**src/rtl/lsu64_byteserial.sv**
```systemverilog
// Byte-serial load/store unit in front of the 64-bit data memory port.
// Loads gather one byte per cycle; sub-word stores do read-modify-write.
module lsu64_byteserial #(
   parameter int unsigned MEM_BYTES = 524288,
   parameter int          ADDR_W    = 64
) (
   input  logic              clk,
   input  logic              rst_n,
   input  logic              req_valid,
   output logic              req_ready,
   input  logic              req_we,
   input  logic [1:0]        req_size,
   input  logic              req_unsigned,
   input  logic [ADDR_W-1:0] req_addr,
   input  logic [63:0]       req_wdata,
   output logic              resp_valid,
   output logic [63:0]       resp_rdata,
   output logic              resp_err,
   output logic [2:0]        dm_rd_ctrl,
   output logic [1:0]        dm_wr_ctrl,
   output logic [ADDR_W-1:0] dm_addr,
   output logic [63:0]       dm_din,
   input  logic [63:0]       dm_dout
);

   typedef enum logic [1:0] {
      S_IDLE,
      S_RD,
      S_WR,
      S_DONE
   } state_t;

   state_t              r_state;
   state_t              w_state_nx;
   logic [ADDR_W-1:0]   r_addr;
   logic [1:0]          r_size;
   logic                r_we;
   logic                r_uns;
   logic [63:0]         r_wdata;
   logic [2:0]          r_cnt;
   logic [63:0]         r_buf;
   logic [63:0]         r_rdata;
   logic                r_err;

   logic [3:0]          w_nbytes;
   logic [ADDR_W:0]     w_end;
   logic                w_oor;
   logic [2:0]          w_rd_last;
   logic                w_wr_last;
   logic [63:0]         w_buf_nx;
   logic [63:0]         w_ld;
   logic [31:0]         w_wword;
   logic                w_unused;

   assign w_unused = ^dm_dout[63:8];

   // Sub-word stores are range-checked as the 4-byte word they rewrite.
   always_comb begin
      w_nbytes = 4'd1;
      unique case (req_size)
         2'd0: w_nbytes = req_we ? 4'd4 : 4'd1;
         2'd1: w_nbytes = req_we ? 4'd4 : 4'd2;
         2'd2: w_nbytes = 4'd4;
         2'd3: w_nbytes = 4'd8;
      endcase
   end

   assign w_end = {1'b0, req_addr} + (ADDR_W+1)'(w_nbytes);
   assign w_oor = w_end > (ADDR_W+1)'(MEM_BYTES);

   always_comb begin
      w_rd_last = 3'd0;
      unique case (r_size)
         2'd0: w_rd_last = r_we ? 3'd3 : 3'd0;
         2'd1: w_rd_last = r_we ? 3'd3 : 3'd1;
         2'd2: w_rd_last = 3'd3;
         2'd3: w_rd_last = 3'd7;
      endcase
   end

   assign w_wr_last = (r_size != 2'd3) || r_cnt[0];

   always_comb begin
      w_buf_nx = r_buf;
      w_buf_nx[{r_cnt, 3'b000} +: 8] = dm_dout[7:0];
   end

   always_comb begin
      w_ld = w_buf_nx;
      unique case (r_size)
         2'd0: w_ld = {{56{w_buf_nx[7]  & ~r_uns}}, w_buf_nx[7:0]};
         2'd1: w_ld = {{48{w_buf_nx[15] & ~r_uns}}, w_buf_nx[15:0]};
         2'd2: w_ld = {{32{w_buf_nx[31] & ~r_uns}}, w_buf_nx[31:0]};
         2'd3: w_ld = w_buf_nx;
      endcase
   end

   always_comb begin
      w_wword = r_wdata[31:0];
      unique case (r_size)
         2'd0: w_wword = {r_buf[31:8],  r_wdata[7:0]};
         2'd1: w_wword = {r_buf[31:16], r_wdata[15:0]};
         2'd2: w_wword = r_wdata[31:0];
         2'd3: w_wword = r_cnt[0] ? r_wdata[63:32] : r_wdata[31:0];
      endcase
   end

   always_ff @(posedge clk or negedge rst_n) begin
      if (!rst_n) r_state <= S_IDLE;
      else        r_state <= w_state_nx;
   end

   always_comb begin
      w_state_nx = r_state;
      dm_rd_ctrl = 3'b000;
      dm_wr_ctrl = 2'b00;
      dm_addr    = '0;
      dm_din     = '0;
      unique case (r_state)
         S_IDLE: begin
            if (req_valid) begin
               if (w_oor)
                  w_state_nx = S_DONE;
               else if (req_we && req_size[1])
                  w_state_nx = S_WR;
               else
                  w_state_nx = S_RD;
            end
         end
         S_RD: begin
            dm_rd_ctrl = 3'b010;
            dm_addr    = r_addr + ADDR_W'(r_cnt);
            if (r_cnt == w_rd_last)
               w_state_nx = r_we ? S_WR : S_DONE;
         end
         S_WR: begin
            dm_wr_ctrl = 2'b11;
            dm_addr    = r_addr + (r_cnt[0] ? ADDR_W'(4) : '0);
            dm_din     = {32'b0, w_wword};
            if (w_wr_last)
               w_state_nx = S_DONE;
         end
         S_DONE: w_state_nx = S_IDLE;
         default: w_state_nx = S_IDLE;
      endcase
   end

   always_ff @(posedge clk or negedge rst_n) begin
      if (!rst_n) begin
         r_addr  <= '0;
         r_size  <= 2'd0;
         r_we    <= 1'b0;
         r_uns   <= 1'b0;
         r_wdata <= '0;
         r_cnt   <= 3'd0;
         r_buf   <= '0;
         r_rdata <= '0;
         r_err   <= 1'b0;
      end else begin
         if (r_state == S_IDLE && req_valid) begin
            r_addr  <= req_addr;
            r_size  <= req_size;
            r_we    <= req_we;
            r_uns   <= req_unsigned;
            r_wdata <= req_wdata;
            r_cnt   <= 3'd0;
            r_buf   <= '0;
         end
         if (r_state == S_RD) begin
            r_buf <= w_buf_nx;
            r_cnt <= (r_cnt == w_rd_last) ? 3'd0 : r_cnt + 3'd1;
         end
         if (r_state == S_WR)
            r_cnt <= r_cnt + 3'd1;
         // Result registers change only on entry to DONE and hold after.
         if (w_state_nx == S_DONE && r_state != S_DONE) begin
            r_rdata <= (r_state == S_RD && !r_we) ? w_ld : '0;
            r_err   <= (r_state == S_IDLE);
         end
      end
   end

   assign req_ready  = (r_state == S_IDLE);
   assign resp_valid = (r_state == S_DONE);
   assign resp_rdata = r_rdata;
   assign resp_err   = r_err;

endmodule
```
**config.mk**
```make
export PLATFORM = sky130hd
export DESIGN_NAME = lsu64_byteserial
export DESIGN_NICKNAME = d
export VERILOG_FILES = /design/src/rtl/lsu64_byteserial.sv
export SDC_FILE = /design/constraint.sdc
export NUM_CORES = 1
export LEC_CHECK = 0
export ABC_AREA = 1
export CORE_MARGIN = 8
export CORE_UTILIZATION = 52
export DETAILED_ROUTE_END_ITERATION = 6
export HOLD_SLACK_MARGIN = 0.12
export PLACE_DENSITY = 0.82
export REMOVE_ABC_BUFFERS = 1
export SLEW_MARGIN = 20
export SYNTH_ARGS = -nofsm -noshare
export SYNTH_HDL_FRONTEND = slang
export SYNTH_SLANG_ARGS = --single-unit
```
**constraint.sdc**
```tcl
create_clock -name clk -period 5.3 [get_ports clk]
set_input_delay 0.795 -clock clk [delete_from_list [all_inputs] [get_ports clk]]
set_output_delay 0.795 -clock clk [all_outputs]
set_load 0.02 [all_outputs]
```
# Word-level counts from Yosys, hierarchy flattened
# Cells that the tools add are included.
word_totals:
  output_inout_bits: 200
  register_bits: 266
  elab_cells: 75
op_classes:
  shifts: 2
  reduce_logical: 11
  bitwise: 4
  addsub: 5
  eq_ne: 13
  order_cmp: 1
  muxes: 29
ops:
  columns: ["operator", "count"]
  rows:
  - ["$pmux W64 S4", 1]
  - ["$mux W64", 3]
  - ["$add A64 B3 Y64", 2]
  - ["$pmux W32 S4", 1]
  - ["$pmux W64 S2", 1]
  - ["$add A64 B4 Y65", 1]
  - ["$gt A65 B20 Y1 const B", 1]
  - ["$bwmux W64", 1]
  - ["$mux W32", 2]
  - ["$shift A8 B8 Y64 const A", 1]
  - ["$shiftx A8 B8 Y64", 1]
  - ["$mux W3", 7]
  - ["$mux W2", 9]
  - ["$pmux W4 S4", 1]
  - ["$eq A2 B2 Y1 const B", 7]
  - ["$pmux W3 S4", 1]
  - ["$neg A6 Y8", 1]
  - ["$pmux W2 S4", 1]
  - ["$eq A2 B1 Y1 const B", 3]
  - ["$logic_not A2 Y1", 3]
  - ["$logic_and A1 B1 Y1", 4]
  - ["$ne A2 B2 Y1 const B", 2]
  - ["$add A3 B1 Y3 const B", 1]
  - ["$and A1 B1 Y1", 3]
  - ["other kinds (7)", 7]

# Logic depth before layout (Yosys ltp)
# Gate-level depths: netlist of run 1.
logic_depth:
  word_depth: 9
  depth_mapped: 31
  depth_no_buf: 29

# Least setup slack after synthesis of run 1
# OpenSTA, ideal clock, no wires.
synth_timing:
  path_type: "flip-flop to output port"
  start: "register r_state[0]"
  end: "output port dm_addr[29]"
  slack_ns: 0.741
  path_stages_with_launch: 21
  t_required_ns: 4.505
  arrival_time_ns: 3.764
  path_buffers: 2
  cell_sequence: "dfrtp_1 inv_1 ha_1 clkbuf_1 clkbuf_1 nor2_1 ha_1 nand3_1 nand2_1 nand2_1 nor3_2 nand3_1 nor3_1 nand2_1 nor3_1 nand3_1 nor2_1 inv_1 nor2_1 nor2_1 a211oi_1"
synth_via:
  elab_chain_len: 2
synth_rtl:
  columns: ["element", "line", "rtl"]
  rows:
  - ["start: declaration", "33", "state_t r_state;"]
  - ["start signal: assignment", "110", "else r_state <= w_state_nx;"]
  - ["$eq A2 B2 Y1 or $eq A2 B1 Y1 (tied branches)", "119", "unique case (r_state)"]
  - ["$pmux W64 S2 *", "119", null]
  - ["end: declaration", "21", "output logic [ADDR_W-1:0] dm_addr,"]
# Mark *: on every way between the ends. The rest lies on a longest branch, timed or not.

# Final worst setup path of run 1
layout_timing:
  start: "register r_state[0]"
  end: "output port dm_addr[33]"
# The elaborated chain is that of the path after synthesis.

==> impl_metrics.csv, run 1 <==
group,metric,value,unit
run_status,status,"complete, no violations",
global_routing,grt_max_degree,139,
route,post_drt_wl_per_cell,19.23,um
route,wirelength,64360,um
placement,io_buffers,308,
layout,final_nets,3092,
floorplanning,die_h,200.5,um
floorplanning,start_util,0.5277,
synthesis,synthDistinctLibCells,52,
clocking,cts_max_level,1,
synthesis,synth_seq_area_share,0.3762,
route,postRouteAntennaNets,0,
layout,regArea,6658,um2
floorplanning,die_area,40190,um2
placement,place_area,21220,um2
clocking,clk_pin_slew,60,ps
timing,hold_viol,0,
timing,finalSetupViolations,0,
synthesis,synth-simple-area-share,0.3177,
layout,drive_gt1_frac,0.1074,
setup_path,max_stage_delay,710,ps
min_path,hold_path.class,"input pin to async pin",
timing,post-route-period-util,0.9619,
synthesis,synth_largest_area_cell,"dfrtp_1",
route,viasPerCell,5.552,
layout,multiInputGateArea,9389,um2
timing,skew,6.467,ps
timing,slew_violations,0,
synthesis,synth_compound_area_frac,0.1299,
layout,final_cell_mix,"679 x nand2_1, 309 x nor2_1, 307 x inv_1",
global_routing,antenna_found_initial,2,
synthesis,synth_enable_flop_cells,0,
clocking,numCtsBuffers,27,
synthesis,synth_area_leaders,"dfrtp_1 38%, nand2_1 14%, nor2_1 6.8%",
setup_path,cp.arrival,4300,ps
global_routing,grt-ovfl-total,0,
placement,dp_slack,279.1,ps
floorplanning,die-width,200.5,um
setup_path,worstSetupPathType,"flip-flop to output pin",
global_routing,grt_pass1_vias,18070,
setup_path,cpMaxStageDelayCell,"clkdlybuf4s50_1",
synthesis,netlist.area_leader.share,0.3762,
floorplanning,fp-row-count,67,
placement,place.gp.congestion,0.9636,
power,powerDensity,566.4,nW/um2
timing,post-route-min-period,5098,ps
synthesis,ys_warn_count,0,
floorplanning,io_pins,399,
layout,final_common_cell,"nand2_1",
setup_path,crit_path_frequent_cell,"buf_4",
timing,worstMarginPinSlew,921.7,ps
power,vdd_drop_max,478.1,uV
setup_path,crit_chain,"inv_2, ha_4, buf_4, nor2_1, buf_4, ha_1, nand3_1, nand2_1, nand2_1, nor3_2, buf_4, nand3_2, nor3_4, nand3_2, a21oi_1, clkdlybuf4s50_1",
route,firstDrtPassIters,6,
setup_path,path_max_fanout,6,
clocking,cts_sinks,266,
synthesis,synth_mux_area_frac,0.04447,
setup_path,worstPathRequired,4510,ps
setup_path,crit_path_start_kind,"flip-flop",
timing,worst_slack,201.8,ps
setup_path,critPathTopFamily,"buffers and inverters",
synthesis,ys_seq_elements,266,
synthesis,netlist_area,17700,um2
clocking,cts_tree,"built",
placement,dp_hpwl,49630,um
flow_run,drv_cap,0,
synthesis,ys.flop_type,"dfrtp_1",
route,drtIter0Drc,1589,
timing,max_clock_freq,196.1,MHz
synthesis,async_reset_ff_frac,1.000,
power,leakage,10.57,nW
synthesis,synth_cells,2574,
setup_path,cp_num_buf_inv,5,
synthesis,synth_top_family_by_area,"simple AND/OR/NAND/NOR gates",
layout,final_area,22280,um2
global_routing,grt_pass1_wl,100300,um
synthesis,syn_area_per_cell,6.875,um2
global_routing,grt_use_total,0.3077,
clocking,clkLatencyLatePin,540,ps
timing,relSlewSlack,0.3833,
synthesis,synthXorXnorAreaFrac,0.009404,
layout,fill_cells,2898,
route,via_count,18580,
floorplanning,coreArea,33530,um2
setup_path,critPathCaptureType,"output pin",
clocking,cts-root-buf,"clkbuf_16",
synthesis,synth_fa_ha_area_frac,0.01216,
route,drc,0,
layout,area_delta_synth_final,25.91,%
clocking,cts.path.max_buffers,3,
-- logic make-up after synthesis --
logic type	count (synthesis)
compound gates	429
xor+xnor	19
fa+ha+maj	16
buf+inv	448
flops	266
mux	70
other cells	1
simple gates	1325
-- per-stage QoR --
step                power, W  hold WS, ps    util  setup TNS (ps)  instances
floorplan           0.007598        447.9       -          -91980       2476
global placement     0.01042        454.0  0.6328               0       3292
detailed placement   0.01064        458.4  0.6328               0       3292
CTS                  0.01251        424.6  0.6593               0       3340
global route         0.01342        180.6  0.6644          -1.903       3346
finish               0.01262        156.6  0.6644               0       3346
-- synth_stat cells, types with 3 or more instances --
cell	n
dfrtp_1	266
clkbuf_1	63
inv_1	308
nand3_1	144
o21a_1	7
buf_1	11
xor2_1	17
a21oi_1	113
mux2_2	69
a31oi_1	3
nor4_1	22
nor2_2	9
nand4_1	34
and2_1	3
clkinv_1	4
buf_2	9
buf_4	40
nor3_1	40
o31ai_1	3
inv_2	5
nor2_4	7
ha_1	14
nor2_1	322
nand3_2	4
o22ai_1	44
nand2_2	44
nand2_1	682
buf_12	5
a211oi_1	9
buf_6	3
o21ai_0	232
or2_2	3
o21ai_1	11
-- area by class of cell --
cell class,instances,share of cell area
Inverter,317,0.05341
Multi-Input combinational cell,1893,0.4214
Clock inverter,11,0.003313
Timing Repair Buffer,372,0.1630
Antenna cell,2,0.0002246
Tap cell,448,0.02516
Clock buffer,37,0.03471
Sequential cell,266,0.2988
-- worst paths after layout --
check	startpoint	end	slack (ps)	cells after the start
max	r_state[0]	dm_addr[33]	200	16
min	rst_n	r_wdata[50]	160	1
max reg2reg	r_state[1]	resp_rdata[8]	1520	14
min reg2reg	resp_rdata[48]	resp_rdata[48]	470	2
max in group asynchronous	rst_n	r_addr[62]	4150	2
min in group clk	resp_rdata[48]	resp_rdata[48]	470	2
-- metal layers --
metal / up-vias / track usage / part of all wire
li1: 8833 / - / -
met1: 8676 / 0.3800 / 0.40
met2: 878 / 0.5341 / 0.49
met3: 189 / 0.03599 / 0.058
met4: 0 / 0.1398 / 0.048
met5: - / 0 / 0
-- sequential cells by signal, summed over array words and instances, names as in the netlist --
| name | flops |
|---|---|
| r_addr | 64 |
| r_buf | 64 |
| r_wdata | 64 |
| resp_rdata | 64 |
| r_cnt | 3 |
| r_size | 2 |
| r_state | 2 |
| r_uns | 1 |
| r_we | 1 |
| resp_err | 1 |
-- power breakdown --
part           switching (W)  leakage (nW)  internal (W)
sequential          0.000682          3.41       0.00290
clock               0.000802         0.419       0.00102
combinational        0.00452          6.74       0.00270
total                0.00600          10.6       0.00662
-- timing repair --
action                     CTS  global route
gates resized for setup     20            34
setup buffers                0             3
pin swaps                    0             6
setup endpoints to repair   20            27
hold buffers                 0             0
Note: power is estimated with default switching activity, not from simulation.
==> run 2, diff against run 1 <==
--- a/config.mk
+++ b/config.mk
@@ -12,6 +12,7 @@
 export HOLD_SLACK_MARGIN = 0.12
 export PLACE_DENSITY = 0.82
 export REMOVE_ABC_BUFFERS = 1
+export SETUP_SLACK_MARGIN = 0.02
 export SLEW_MARGIN = 20
 export SYNTH_ARGS = -nofsm -noshare
 export SYNTH_HDL_FRONTEND = slang
==> impl_metrics.csv, run 2 (synthesis gave the netlist of run 1 again) <==
group,metric,value,unit
run_status,status,"finished, violations left",
run_status,violations,"DRC",
clocking,cts-root-buf,"clkbuf_16",
layout,final_nets,3092,
floorplanning,start_util,0.5277,
setup_path,r2r_end,"resp_rdata[8]",
layout,fill_cells,2897,
clocking,clkLatencyLatePin,540,ps
setup_path,r2r_slack,1500,ps
clocking,postCtsHoldBufs,0,
min_path,hold_path.class,"input pin to async pin",
timing,worstMarginPinSlew,928.2,ps
timing,max_clock_freq,195.9,MHz
clocking,cts_max_level,1,
route,via_count,18530,
layout,multiInputGateArea,9378,um2
clocking,numCtsBuffers,27,
timing,slew_violations,0,
setup_path,cp.arrival,4310,ps
global_routing,grt_pass1_vias,18090,
global_routing,grt-ovfl-total,0,
setup_path,worstPathRequired,4510,ps
setup_path,crit_chain,"inv_2, ha_4, buf_4, nor2_1, buf_4, ha_1, nand3_1, nand2_1, nand2_1, nor3_2, buf_4, nand3_2, nor3_4, nand3_2, a21oi_1, clkdlybuf4s50_1",
timing,post-route-min-period,5104,ps
timing,relSlewSlack,0.3789,
power,vdd_drop_max,477.3,uV
route,postRouteAntennaNets,0,
clocking,cts_sinks,266,
global_routing,grt_pass1_wl,100200,um
layout,regArea,6658,um2
setup_path,crit_path_frequent_cell,"buf_4",
clocking,cts_tree,"built",
power,leakage,10.58,nW
placement,place.gp.congestion,0.9636,
global_routing,antenna_found_initial,2,
flow_run,drv_cap,0,
timing,finalSetupViolations,0,
setup_path,reg2reg_depth,14,
floorplanning,die-width,200.5,um
placement,dp_hpwl,49630,um
layout,area_delta_synth_final,25.87,%
floorplanning,die_h,200.5,um
global_routing,grt_max_degree,139,
route,wirelength,64260,um
timing,skew,6.392,ps
route,viasPerCell,5.537,
route,drtIter0Drc,1725,
timing,rsz0062_at_grt,"false",
layout,final_common_cell,"nand2_1",
setup_path,critPathCaptureType,"output pin",
floorplanning,die_area,40190,um2
timing,tns,0,ps
setup_path,path_max_fanout,6,
layout,final_area,22270,um2
clocking,cts.path.max_buffers,3,
route,firstDrtPassIters,7,
route,post_drt_wl_per_cell,19.20,um
clocking,clk_pin_slew,60,ps
route,drc,6,
placement,io_buffers,308,
layout,drive_gt1_frac,0.1067,
timing,post-route-period-util,0.9630,
layout,final_cell_mix,"679 x nand2_1, 310 x nor2_1, 307 x inv_1",
floorplanning,fp-row-count,67,
timing,hold_viol,0,
global_routing,grt_use_total,0.3075,
setup_path,max_stage_delay,720,ps
timing,whs,154.2,ps
floorplanning,io_pins,399,
floorplanning,coreArea,33530,um2
setup_path,r2r-start,"r_state[1]",
setup_path,worstSetupPathType,"flip-flop to output pin",
placement,place_area,21220,um2
setup_path,crit_path_start_kind,"flip-flop",
setup_path,cpMaxStageDelayCell,"clkdlybuf4s50_1",
power,powerDensity,566.1,nW/um2
==> run 2: cell type report <==
type / count / share of cell area
Antenna cell: 3 / 0.0003370
Multi-Input combinational cell: 1893 / 0.4210
Inverter: 317 / 0.05342
Clock inverter: 11 / 0.003314
Clock buffer: 37 / 0.03472
Sequential cell: 266 / 0.2989
Timing Repair Buffer: 372 / 0.1631
Tap cell: 448 / 0.02517
==> run 2: how the worst max path moves through the flow <==
stage / start / endpoint / cells after the start / slack, ps
after floorplan: r_state[0] / r_cnt[2] / 9 / -1990
after global placement: r_state[0] / dm_addr[32] / 23 / 310
after detailed placement: r_state[0] / dm_addr[50] / 19 / 280
after CTS: r_state[0] / dm_addr[50] / 20 / 40
after global routing: r_state[0] / dm_addr[27] / 21 / 10
final: r_state[0] / dm_addr[33] / 16 / 200
==> run 2: stage by stage <==
stage / power [W] / util / worst slack [ps] / instances
4_1_cts: 0.01251 / 0.6594 / 35.12 / 3340
3_5_place_dp: 0.01064 / 0.6328 / 279.1 / 3292
3_3_place_gp: 0.01042 / 0.6328 / 314.3 / 3292
2_1_floorplan: 0.007598 / - / -1989 / 2476
6_report: 0.01261 / 0.6643 / 196.0 / 3347
5_1_grt: 0.01341 / 0.6642 / 9.698 / 3346
==> run 2: timing repair <==
item                                    4_1_cts  5_1_grt
endpoints found under the setup margin       21       29
cloned                                        0        0
gates resized for setup                      21       32
pin swaps                                     0        8
setup buffers                                 0        3
==> run 2: worst max-delay path, delay by kind of cell (launching register included) <==
kind | cells | cell delay, ps
buffers and inverters | 5 | 1300
flip-flops | 1 | 440
AND/OR/NAND/NOR | 8 | 1120
AO/OA/AOI/OAI | 1 | 440
adder cells (fa/ha/maj) | 2 | 460
==> run 2: routing by layer <==
metal	global-route usage	vias up	part of all wire
li1	-	8836	-
met1	0.3792	8634	0.40
met2	0.5340	875	0.49
met3	0.03599	187	0.060
met4	0.1409	0	0.050
met5	0	-	0
==> run 2: power by group <==
part | leakage, nW | internal [W] | switching (W)
Combinational | 6.75 | 0.00270 | 0.00451
Sequential | 3.41 | 0.00290 | 0.000678
Clock | 0.419 | 0.00102 | 0.000801
